`src/rtl/control_division.sv`:
```
`default_nettype none
// ============================================================================
//  Module      : control_division
//  Description : Unsigned restoring divider sequencer. Captures a dividend
//                and a divisor on a start request, runs one shift-subtract
//                step per clock on a single (ANCHO+1)-bit subtractor, and
//                presents quotient/remainder with a one-cycle done pulse.
//                A zero divisor short-circuits to an error result.
//  Revision    : 1.0 - initial release
// ============================================================================
module control_division #(
    parameter int ANCHO = 5
) (
    input  logic             clk,
    input  logic             rst,
    input  logic             inicio,
    input  logic [ANCHO-1:0] dividendo,
    input  logic [ANCHO-1:0] divisor,
    output logic             ocupado,
    output logic             listo,
    output logic [ANCHO-1:0] cociente,
    output logic [ANCHO-1:0] residuo,
    output logic             error_div0
);

    localparam int                 c_CNT_W    = $clog2(ANCHO);
    localparam logic [c_CNT_W-1:0] c_CNT_LAST = c_CNT_W'(ANCHO - 1);

    typedef enum logic [1:0] {
        S_IDLE  = 2'd0,
        S_ITERA = 2'd1,
        S_FIN   = 2'd2
    } state_t;

    state_t r_state;
    state_t w_state_next;

    // Partial remainder only needs ANCHO bits at rest: after every step it is
    // strictly below the divisor. The shifted value T and the difference S
    // are ANCHO+1 bits wide because T can reach 2*divisor-1.
    logic [ANCHO-1:0]   r_rem;
    logic [ANCHO-1:0]   r_quo;
    logic [ANCHO:0]     r_div;
    logic [c_CNT_W-1:0] r_cnt;

    logic [ANCHO-1:0]   r_cociente;
    logic [ANCHO-1:0]   r_residuo;
    logic               r_error;

    logic [ANCHO:0]     w_t;
    logic [ANCHO:0]     w_diff;
    logic               w_borrow;
    logic [ANCHO-1:0]   w_rem_next;
    logic [ANCHO-1:0]   w_quo_next;
    logic               w_last;
    logic               w_div0;

    // One shift-subtract step. Since T < 2*D, a non-negative difference is
    // below 2^ANCHO, so the MSB of the wide difference is exactly the borrow.
    assign w_t        = {r_rem, r_quo[ANCHO-1]};
    assign w_diff     = w_t - r_div;
    assign w_borrow   = w_diff[ANCHO];
    assign w_rem_next = w_borrow ? w_t[ANCHO-1:0] : w_diff[ANCHO-1:0];
    assign w_quo_next = {r_quo[ANCHO-2:0], ~w_borrow};
    assign w_last     = (r_cnt == c_CNT_LAST);
    assign w_div0     = (divisor == '0);

    assign ocupado    = (r_state == S_ITERA);
    assign listo      = (r_state == S_FIN);
    assign cociente   = r_cociente;
    assign residuo    = r_residuo;
    assign error_div0 = r_error;

    // State register.
    always_ff @(posedge clk) begin
        if (rst) begin
            r_state <= S_IDLE;
        end else begin
            r_state <= w_state_next;
        end
    end

    // Next-state logic: start only from IDLE, finish after ANCHO steps.
    always_comb begin
        w_state_next = r_state;
        case (r_state)
            S_IDLE: begin
                if (inicio) begin
                    w_state_next = w_div0 ? S_FIN : S_ITERA;
                end
            end
            S_ITERA: begin
                if (w_last) begin
                    w_state_next = S_FIN;
                end
            end
            S_FIN: begin
                w_state_next = S_IDLE;
            end
            default: begin
                w_state_next = S_IDLE;
            end
        endcase
    end

    // Operand capture, iteration datapath and result registers. Results are
    // only written on the edge that enters FIN, so they hold across captures.
    always_ff @(posedge clk) begin
        if (rst) begin
            r_rem      <= '0;
            r_quo      <= '0;
            r_div      <= '0;
            r_cnt      <= '0;
            r_cociente <= '0;
            r_residuo  <= '0;
            r_error    <= 1'b0;
        end else begin
            case (r_state)
                S_IDLE: begin
                    if (inicio) begin
                        if (w_div0) begin
                            r_cociente <= '1;
                            r_residuo  <= dividendo;
                            r_error    <= 1'b1;
                        end else begin
                            r_rem <= '0;
                            r_quo <= dividendo;
                            r_div <= {1'b0, divisor};
                            r_cnt <= '0;
                        end
                    end
                end
                S_ITERA: begin
                    r_rem <= w_rem_next;
                    r_quo <= w_quo_next;
                    r_cnt <= r_cnt + c_CNT_W'(1);
                    if (w_last) begin
                        r_cociente <= w_quo_next;
                        r_residuo  <= w_rem_next;
                        r_error    <= 1'b0;
                    end
                end
                default: begin
                end
            endcase
        end
    end

endmodule
`default_nettype wire

```
`config.mk`:
```
export PLATFORM = sky130hd
export DESIGN_NAME = control_division
export DESIGN_NICKNAME = d
export VERILOG_FILES = /design/src/rtl/control_division.sv
export SDC_FILE = /design/constraint.sdc
export NUM_CORES = 1
export LEC_CHECK = 0
export ABC_AREA = 1
export BUFFER_PORTS_ARGS = -buffer_cell sky130_fd_sc_hd__buf_2
export CORE_MARGIN = 2
export CORE_UTILIZATION = 25
export CTS_BUF_LIST = sky130_fd_sc_hd__clkbuf_2 sky130_fd_sc_hd__clkbuf_4 sky130_fd_sc_hd__clkbuf_8
export DETAILED_ROUTE_END_ITERATION = 8
export HOLD_SLACK_MARGIN = 0.08
export SLEW_MARGIN = 20
export SYNTH_ARGS = -nofsm -noshare
export SYNTH_HDL_FRONTEND = slang
export SYNTH_SLANG_ARGS = --single-unit
export TNS_END_PERCENT = 1
```
`constraint.sdc`:
```
create_clock -name clk -period 1.5 [get_ports clk]
set_clock_uncertainty 0.15 [all_clocks]
set_input_delay 0.45 -clock clk [delete_from_list [all_inputs] [get_ports clk]]
set_output_delay 0.45 -clock clk [all_outputs]
set_load 0.05 [all_outputs]
```
==> summary.txt, run 1 <==
Yosys
  – Ys flop type: dfxtp_1
  – Async SR Flop Fraction: 0
  – Synth top area share: 0.370
  – Synth Warn #: 0
  – Syn Inst Count: 229
  – Yosys top cell by area: dfxtp_1
  – Cell variety after synth: 28
  – Commonest cells post-synth: 48 x nand2_1, 31 x dfxtp_1, 26 x inv_1
  – Post-synth EDFFs: 0
  – Post-synthesis register bit count: 31
  – Top post-synthesis cells by area: dfxtp_1 37%, nand2_1 11%, a21oi_1 6.3%
  – Syn_nets: 250
  – Register area share after synthesis: 0.370
  – Post-Syn Area: 0.00168 mm^2
  – Count leader, synth: nand2_1
  – Syn_area_per_cell: 7.33 um^2

Clock network
  – Postcts setup bufs: 0
  – CTS Sinks: 31
  – CTS tree: built
  – TritonCTS Buffers: 5
  – Clock transition at the registers of the reported paths: 70 ps
  – Htree depth: 2
  – Skew-Pair Late Insertion Delay: 280 ps
  – Root Driver: clkbuf_8
  – Max clock buf depth: 2

Outcome
  – Status: finished with violations
  – Violated checks: setup timing

Power and ir drop
  – Power per cell area: 1170 mW/mm^2
  – Static Leakage: 1.17 nW
  – Peak VDD IR: 374 uV

Placed design
  – Post-DP Area: 0.00216 mm^2
  – Placed cells: 361
  – Hpwl dp: 3.08 mm
  – Port bufs: 25
  – RD Place Congestion: 0.849

Routing
  – Routed length per placed instance: 11.5 um
  – Vias per inst: 4.55
  – 1st-iter DRT viols: 87
  – Drt first pass iters: 4
  – Total number of vias: 1679
  – Drt drc: 0
  – Detail Route Antenna Nets: 0
  – Routed WL: 4.23 mm

Setup path
  – CP required: 1540 ps
  – Crit path capture type: flop
  – Worst Path Arrival: 1770 ps
  – WS Path Type: reg -> reg
  – CP Max Fanout: 2
  – Critical path launch point type: flop

Final layout
  – Antenna cells: 0
  – Final Non-Filler Cells: 369
  – Share of cells above drive strength 1: 0.401
  – Final Cell Area: 0.00244 mm^2
  – Area growth syn-to-layout: 45.5%
  – NumNets Final: 312

Global route
  – Total Routing Usage GR: 0.121
  – Vias in the first global route: 1630
  – Initial antenna violation count: 0
  – First-pass GRT wire length: 7.14 mm
  – Grt total ovfl: 0
  – Largest net degree at the start of global routing: 17

STA
  – Tmin final: 1730 ps
  – Worst Max-Slew Pin Slew: 308 ps
  – Fmax: 578 MHz
  – Final setup fails: 14
  – Max-slew violations: 0
  – RSZ-0062 raised after global routing: true
  – Total negative slack: -2550 ps
  – Slew HR: 0.794
  – Post-route clock period utilization: 1.15
  – Final worst slack: -231 ps
  – Final hold slack: 295 ps
  – Final Hold Vio Count: 0

Die
  – Die Ht: 86.0 um
  – Total core area: 0.00642 mm^2
  – Num rows: 29
  – IO Count: 26
  – Die area: 0.00739 mm^2
  – Starting Density: 0.261
  – Die W: 86.0 um

Min path
  – Hold WC Path Type: in -> reg

Job
  – Max cap viols: 0
[path summary, 6_finish.rpt]
path | slack (ps) | from | cells past startpoint | to
min reg2reg | 310 | error_div0 | 2 | error_div0
max reg2reg | -230 | r_quo[4] | 12 | residuo[4]
min | 300 | dividendo[4] | 3 | r_quo[4]
max | -230 | r_quo[4] | 12 | residuo[4]
[sequential cells by signal, indices dropped and copies added (netlist names)]
name	flops
cociente	5
r_div	5
r_quo	5
r_rem	5
residuo	5
r_cnt	3
r_state	2
error_div0	1
[critical path: stages, from the launching register on]
cell and delay (ps):
dfxtp_2 330, inv_2 60, ha_4 120, inv_2 40
fa_2 400, nand3_2 80, nand2_1 60, nand2_1 70
nand2_1 50, nand4_1 100, nand3_1 90, nand2_1 60
inv_1 30
[area by class of cell]
type,count,area [um^2]
clock buffers,6,82.6
clock inverters,2,35.0
fillers,671,3980
inverters,35,136
multi-input cells,155,963
flip-flops and latches,31,632
well taps,77,96.3
repair buffers,63,497
[through the flow]
| stage | total power [mW] | setup WS, ps | utilization |
|---|---|---|---|
| 4_1_cts | 2.80 | -228 | 0.366 |
| 6_report | 2.86 | -231 | 0.380 |
| 2_1_floorplan | 1.58 | -165 | - |
| 5_1_grt | 3.03 | -354 | 0.380 |
| 3_5_place_dp | 1.88 | -304 | 0.336 |
| 3_3_place_gp | 1.87 | -284 | 0.336 |
[per-layer routing]
layer / global-route usage / up-vias / wire, um
met5: 0 / - / 0
met3: 0.0404 / 14 / 246
li1: - / 873 / -
met4: 0.0592 / 0 / 132
met1: 0.145 / 750 / 1850
met2: 0.192 / 42 / 2010
[layout by cell type, fill, tap and decap left out, types with 2 or more instances in the layout]
cell	count
a21oi_1	19
a21oi_2	6
a31oi_1	4
buf_12	3
buf_2	13
buf_4	36
buf_6	3
clkbuf_4	7
clkbuf_8	6
dfxtp_1	26
dfxtp_2	3
dfxtp_4	2
ha_1	5
ha_4	2
inv_1	25
inv_2	7
inv_4	2
nand2_1	42
nand2_2	6
nand2_4	3
nand3_1	13
nand3_2	4
nand3_4	2
nand4_1	10
nor2_1	12
nor2_2	2
nor2_4	3
o21ai_0	10
o21ai_1	6
[cells by family after synthesis]
group,share of synthesized area
AND/OR/NAND/NOR,0.276
AO/OA/AOI/OAI,0.164
buffers and inverters,0.121
flip-flops,0.370
adder cells (fa/ha/maj),0.0641
XOR/XNOR,0.00522
[repair_timing]
action                                  CTS  global route
hold buffers                              0             0
endpoints found under the hold margin     0             0
gates resized for setup                  24            26
pin swaps                                 2            14
endpoints found under the setup margin   19            28
[power breakdown]
group	leakage [nW]	total (mW)	switching (mW)	internal (mW)
Clock	0.0612	0.851	0.314	0.537
Sequential	0.257	0.972	0.0592	0.913
Combinational	0.848	1.04	0.620	0.417
Power figures use the tool's default switching activity.
==> inputs of run 2 (changes only) <==
--- a/config.mk
+++ b/config.mk
@@ -12,6 +12,7 @@
 export CTS_BUF_LIST = sky130_fd_sc_hd__clkbuf_2 sky130_fd_sc_hd__clkbuf_4 sky130_fd_sc_hd__clkbuf_8
 export DETAILED_ROUTE_END_ITERATION = 8
 export HOLD_SLACK_MARGIN = 0.08
+export REMOVE_ABC_BUFFERS = 1
 export SLEW_MARGIN = 20
 export SYNTH_ARGS = -nofsm -noshare
 export SYNTH_HDL_FRONTEND = slang
==> summary.txt, run 2 (synthesis results as in run 1) <==
STA
  – Tmin final: 1680 ps (was 1730 ps)
  – Worst Max-Slew Pin Slew: 344 ps (was 308 ps)
  – Post-route clock period utilization: 1.12 (was 1.15)
  – Final setup fails: 14 (unchanged)
  – Max-slew violations: 0 (unchanged)
  – Fmax: 597 MHz (was 578 MHz)
  – Final hold slack: 300 ps (was 295 ps)
  – Slew HR: 0.771 (was 0.794)
  – RSZ-0062 raised after global routing: true (unchanged)
  – Final worst slack: -176 ps (was -231 ps)
  – Final Hold Vio Count: 0 (unchanged)

Placed design
  – RD Place Congestion: 0.910 (was 0.849)
  – Hpwl dp: 3.18 mm (was 3.08 mm)
  – Placed cells: 357 (was 361)
  – Port bufs: 25 (unchanged)

Min path
  – Hold WC Path Type: in -> reg (unchanged)
  – Endpoint, Worst Hold: r_quo[2] (was r_quo[4])
  – Worst hold start: dividendo[2] (was dividendo[4])
  – Hold path cells: 3 (unchanged)

Power and ir drop
  – Total design power: 2.94 mW (was 2.86 mW)
  – Peak VDD IR: 452 uV (was 374 uV)
  – Switching Share: 0.355 (was 0.347)
  – Sequential share of power: 0.334 (was 0.340)
  – Logic pwr share: 0.373 (was 0.363)
  – Static Leakage: 1.17 nW (about the same)
  – Clock share of power: 0.293 (was 0.297)
  – Power per cell area: 1180 mW/mm^2 (was 1170 mW/mm^2)
  – Internal power: 1.90 mW (was 1.87 mW)
  – NetSw: 1.04 mW (was 0.993 mW)

Global route
  – Total Routing Usage GR: 0.130 (was 0.121)
  – Vias in the first global route: 1703 (was 1630)
  – Grt total ovfl: 0 (unchanged)
  – Initial antenna violation count: 0 (unchanged)
  – First-pass GRT wire length: 7.61 mm (was 7.14 mm)
  – Largest net degree at the start of global routing: 18 (was 17)

Routing
  – Drt drc: 0 (unchanged)
  – Routed length per placed instance: 12.5 um (was 11.5 um)
  – 1st-iter DRT viols: 113 (was 87)
  – Drt first pass iters: 4 (unchanged)
  – Vias per inst: 4.71 (was 4.55)
  – Routed WL: 4.61 mm (was 4.23 mm)
  – Total number of vias: 1744 (was 1679)
  – Detail Route Antenna Nets: 0 (unchanged)

Job
  – Max cap viols: 0 (unchanged)

Setup path
  – CP Max Fanout: 2 (unchanged)
  – Setup slack, reg-to-reg: -180 ps (was -230 ps)
  – CP max-delay cell: fa_2 (unchanged)
  – WS Path Type: reg -> reg (unchanged)
  – CP required: 1540 ps (about the same)
  – FF-to-FF End: residuo[4] (unchanged)
  – R2r worst-path depth: 12 (unchanged)
  – Worst Path Arrival: 1720 ps (was 1770 ps)
  – Critical path launch point type: flop (unchanged)
  – Max incr delay on CP: 370 ps (was 400 ps)
  – CP Cell Sequence: inv_2 > ha_4 > inv_2 > fa_2 > nand3_2 > nand2_1 > nand2_1 > nand2_1 > nand4_1 > nand3_1 > nand2_1 > inv_1 (unchanged)
  – WP buf/inv: 3 (unchanged)
  – Worst R2R Start: r_quo[4] (unchanged)
  – Crit path capture type: flop (unchanged)
  – Top cell by count, worst path: nand2_1 (unchanged)
  – Delay-heaviest family, CP: adder cells (unchanged)

Clock network
  – Htree depth: 2 (unchanged)
  – Clock transition at the registers of the reported paths: 70 ps (about the same)
  – Post-CTS Hold Buffers: 0 (unchanged)
  – CTS tree: built (unchanged)
  – Root Driver: clkbuf_8 (unchanged)
  – Max clock buf depth: 2 (unchanged)
  – Skew-Pair Late Insertion Delay: 290 ps (was 280 ps)
  – CTS Sinks: 31 (unchanged)
  – TritonCTS Buffers: 5 (unchanged)

Final layout
  – NumNets Final: 313 (was 312)
  – Final-layout fill cell count: 658 (was 671)
  – Antenna cells: 0 (unchanged)
  – Most frequent cells in the layout: 44 x buf_4, 41 x nand2_1, 22 x dfxtp_1 (was 42 x nand2_1, 36 x buf_4, 26 x dfxtp_1)
  – Final core occ: 0.388 (was 0.380)
  – Final Non-Filler Cells: 370 (was 369)
  – Commonest non-fill, non-tap cell in the layout: buf_4 (was nand2_1)
  – Area growth syn-to-layout: 48.5% (was 45.5%)
  – Share of cells above drive strength 1: 0.461 (was 0.401)

Die
  – IO Count: 26 (unchanged)
  – Die area: 0.00739 mm^2 (unchanged)
  – Starting Density: 0.261 (unchanged)
  – Total core area: 0.00642 mm^2 (unchanged)
  – Die W: 86.0 um (unchanged)
  – Die Ht: 86.0 um (unchanged)
  – Num rows: 29 (unchanged)

Outcome
  – Violated checks: setup timing (unchanged)
  – Status: finished with violations (unchanged)
run 2: worst min-delay path: cells and delay by family:
family	cells	cell delay, ps
AND/OR/NAND/NOR	1	70
buffers and inverters	1	110
AO/OA/AOI/OAI	1	60
run 2: timing repair:
action	4_1_cts	5_1_grt
endpoints found under the setup margin	24	24
setup buffers	1	4
pin swaps	14	16
resized for setup	36	31
run 2: stage by stage:
step	TNS [ps]	area (um^2)	setup slack [ps]
6_report	-1720	2490	-176
5_1_grt	-3430	2490	-292
4_1_cts	-2070	2350	-149
3_5_place_dp	-5440	2100	-302
3_3_place_gp	-5050	2100	-320
2_1_floorplan	-5560	1610	-420
run 2: cell type report:
class                   count  area, um^2  share of cell area
multi-input cells         155        1030               0.413
flip-flops and latches     31         637               0.255
repair buffers             64         472               0.189
inverters                  35         140              0.0562
well taps                  77        96.3              0.0386
clock buffers               6        82.6              0.0331
clock inverters             2        35.0              0.0140
run 2: worst max-delay path by stage:
stage                     from  cells past startpoint  slack (ps)    endpoint
global route          r_div[4]                     11        -290  residuo[2]
floorplan           r_state[0]                      9        -420  residuo[0]
finish                r_quo[4]                     12        -180  residuo[4]
detailed placement  divisor[4]                     11        -300  residuo[3]
CTS                   r_quo[4]                     12        -150  residuo[4]
global placement    divisor[4]                     11        -320  residuo[3]
run 2: per-layer routing:
| metal | part of all wire | wire [um] | global-route usage | up-vias |
|---|---|---|---|---|
| li1 | - | - | - | 878 |
| met1 | 0.42 | 1960 | 0.155 | 813 |
| met2 | 0.49 | 2260 | 0.216 | 46 |
| met3 | 0.069 | 317 | 0.0423 | 7 |
| met4 | 0.015 | 68 | 0.0534 | 0 |
| met5 | 0 | 0 | 0 | - |
run 2: power groups by stage:
stage / Combinational [mW] / Sequential, mW / Clock, mW
after detailed placement: 0.868 / 0.980 / 0
after global routing: 1.21 / 0.989 / 0.922
after global placement: 0.866 / 0.980 / 0
final: 1.10 / 0.981 / 0.861
after floorplan: 0.438 / 1.10 / 0
after CTS: 0.978 / 0.972 / 0.885
==> inputs of run 3 (changes only) <==
--- a/config.mk
+++ b/config.mk
@@ -8,7 +8,7 @@
 export ABC_AREA = 1
 export BUFFER_PORTS_ARGS = -buffer_cell sky130_fd_sc_hd__buf_2
 export CORE_MARGIN = 2
-export CORE_UTILIZATION = 25
+export CORE_UTILIZATION = 27
 export CTS_BUF_LIST = sky130_fd_sc_hd__clkbuf_2 sky130_fd_sc_hd__clkbuf_4 sky130_fd_sc_hd__clkbuf_8
 export DETAILED_ROUTE_END_ITERATION = 8
 export HOLD_SLACK_MARGIN = 0.08
==> summary.txt, run 3 (synthesis results as in run 1) <==
Final layout
  – Commonest non-fill, non-tap cell in the layout: nand2_1 (was buf_4)
  – Most frequent cells in the layout: 41 x nand2_1, 39 x buf_4, 26 x dfxtp_1 (was 44 x buf_4, 41 x nand2_1, 22 x dfxtp_1)
  – Final Non-Filler Cells: 367 (was 370)
  – NumNets Final: 312 (was 313)
  – Antenna cells: 0 (unchanged)
  – Final core occ: 0.406 (was 0.388)
  – Area growth syn-to-layout: 43.9% (was 48.5%)
  – Share of cells above drive strength 1: 0.408 (was 0.461)

STA
  – Max-slew violations: 0 (unchanged)
  – Worst Max-Slew Pin Slew: 278 ps (was 344 ps)
  – Tmin final: 1800 ps (was 1680 ps)
  – Post-route clock period utilization: 1.20 (was 1.12)
  – RSZ-0062 raised after global routing: true (unchanged)
  – Final Hold Vio Count: 0 (unchanged)
  – Slew HR: 0.814 (was 0.771)
  – Final worst slack: -297 ps (was -176 ps)
  – Fmax: 557 MHz (was 597 MHz)
  – Final setup fails: 14 (unchanged)
  – Total negative slack: -2440 ps (was -1720 ps)

Clock network
  – Max clock buf depth: 2 (unchanged)
  – Clock transition at the registers of the reported paths: 70 ps (about the same)
  – CTS Sinks: 31 (unchanged)
  – Skew-Pair Late Insertion Delay: 280 ps (was 290 ps)
  – CTS tree: built (unchanged)
  – Htree depth: 2 (unchanged)
  – Post-CTS Hold Buffers: 0 (unchanged)
  – TritonCTS Buffers: 5 (unchanged)
  – Root Driver: clkbuf_8 (unchanged)

Power and ir drop
  – Total design power: 2.85 mW (was 2.94 mW)
  – Peak VDD IR: 496 uV (was 452 uV)
  – Logic pwr share: 0.362 (was 0.373)
  – Internal power: 1.85 mW (was 1.90 mW)
  – Static Leakage: 1.16 nW (was 1.17 nW)
  – NetSw: 0.997 mW (was 1.04 mW)
  – Power per cell area: 1180 mW/mm^2 (about the same)
  – Clock share of power: 0.297 (was 0.293)
  – Sequential share of power: 0.341 (was 0.334)
  – Switching Share: 0.350 (was 0.355)

Global route
  – Total Routing Usage GR: 0.122 (was 0.130)
  – Largest net degree at the start of global routing: 16 (was 18)
  – First-pass GRT wire length: 7.03 mm (was 7.61 mm)
  – Initial antenna violation count: 0 (unchanged)
  – Vias in the first global route: 1560 (was 1703)
  – Grt total ovfl: 0 (unchanged)

Job
  – Max cap viols: 0 (unchanged)

Setup path
  – Worst Path Arrival: 1830 ps (was 1720 ps)
  – CP Max Fanout: 2 (unchanged)
  – CP required: 1530 ps (was 1540 ps)
  – Crit path capture type: flop (unchanged)
  – WS Path Type: reg -> reg (unchanged)
  – Critical path launch point type: flop (unchanged)

Placed design
  – RD Place Congestion: 0.837 (was 0.910)
  – Port bufs: 25 (unchanged)
  – Placed cells: 358 (was 357)
  – Hpwl dp: 3.00 mm (was 3.18 mm)
  – DP Worst Slack: -323 ps (was -302 ps)

Die
  – Total core area: 0.00596 mm^2 (was 0.00642 mm^2)
  – IO Count: 26 (unchanged)
  – Die Ht: 82.9 um (was 86.0 um)
  – Starting Density: 0.282 (was 0.261)
  – Num rows: 28 (was 29)
  – Die area: 0.00687 mm^2 (was 0.00739 mm^2)
  – Die W: 82.9 um (was 86.0 um)

Routing
  – Drt first pass iters: 5 (was 4)
  – Detail Route Antenna Nets: 0 (unchanged)
  – Drt drc: 0 (unchanged)
  – Total number of vias: 1695 (was 1744)
  – M1 WL: 1.87 mm (was 1.96 mm)
  – Top Metal Used: met4 (unchanged)
  – Routed WL: 4.09 mm (was 4.61 mm)
  – Met3 WL post-DR: 162 um (was 317 um)
  – Met2 wire len: 1.98 mm (was 2.26 mm)
  – Vias per inst: 4.62 (was 4.71)
  – Routed length per placed instance: 11.1 um (was 12.5 um)
  – 1st-iter DRT viols: 109 (was 113)

Outcome
  – Violated checks: setup timing (unchanged)
  – Status: finished with violations (unchanged)

Min path
  – Hold WC Path Type: in -> reg (unchanged)
run 3: cell count changes in the layout (fill, tap and decap cells not counted), sizes merged:
cell	previous run	this run
buf	60	57
clkbuf	10	12
run 3: worst paths after layout:
kind                start     endpoint  slack [ps]  depth (start not counted)
max              r_quo[4]   residuo[2]        -300                         10
min          dividendo[1]     r_quo[1]         310                          3
max reg2reg      r_quo[4]   residuo[2]        -300                         10
min reg2reg   cociente[3]  cociente[3]         310                          2
run 3: final cells by class:
type | instances | area [um^2]
clock buffers | 6 | 82.6
inverters | 35 | 141
clock inverters | 2 | 35.0
flip-flops and latches | 31 | 632
fillers | 625 | 3540
multi-input cells | 155 | 987
repair buffers | 63 | 444
well taps | 75 | 93.8
run 3: per-layer routing:
metal | global-route usage | up-vias
met5 | 0 | -
met4 | 0.0402 | 0
met3 | 0.0388 | 11
met2 | 0.193 | 37
met1 | 0.157 | 773
li1 | - | 874
run 3: power by group through the flow:
stage | registers (mW) | logic [mW] | clock network, mW
floorplan | 1.10 | 0.438 | 0
global placement | 0.979 | 0.857 | 0
detailed placement | 0.978 | 0.869 | 0
CTS | 0.963 | 0.927 | 0.875
global route | 0.980 | 1.13 | 0.911
finish | 0.969 | 1.03 | 0.845
run 3: timing repair:
item | in CTS | in global routing
pin swaps | 3 | 12
endpoints found under the setup margin | 20 | 25
resized for setup | 20 | 30
setup buffers | 0 | 1
run 3: worst max-delay path, stage by stage, from the launching register on:
cell and delay [ps]:
dfxtp_2 330, inv_2 60, ha_4 120, inv_2 40, fa_2 390, buf_4 150, xor2_1 150, nand4_1 110
nand3_1 100, nand2_1 70, inv_1 30
run 3: stage by stage:
step                area, um^2  hold WS, ps
floorplan                 1610          284
global placement          2110          300
detailed placement        2110          304
CTS                       2290          296
global route              2420          306
finish                    2420          306
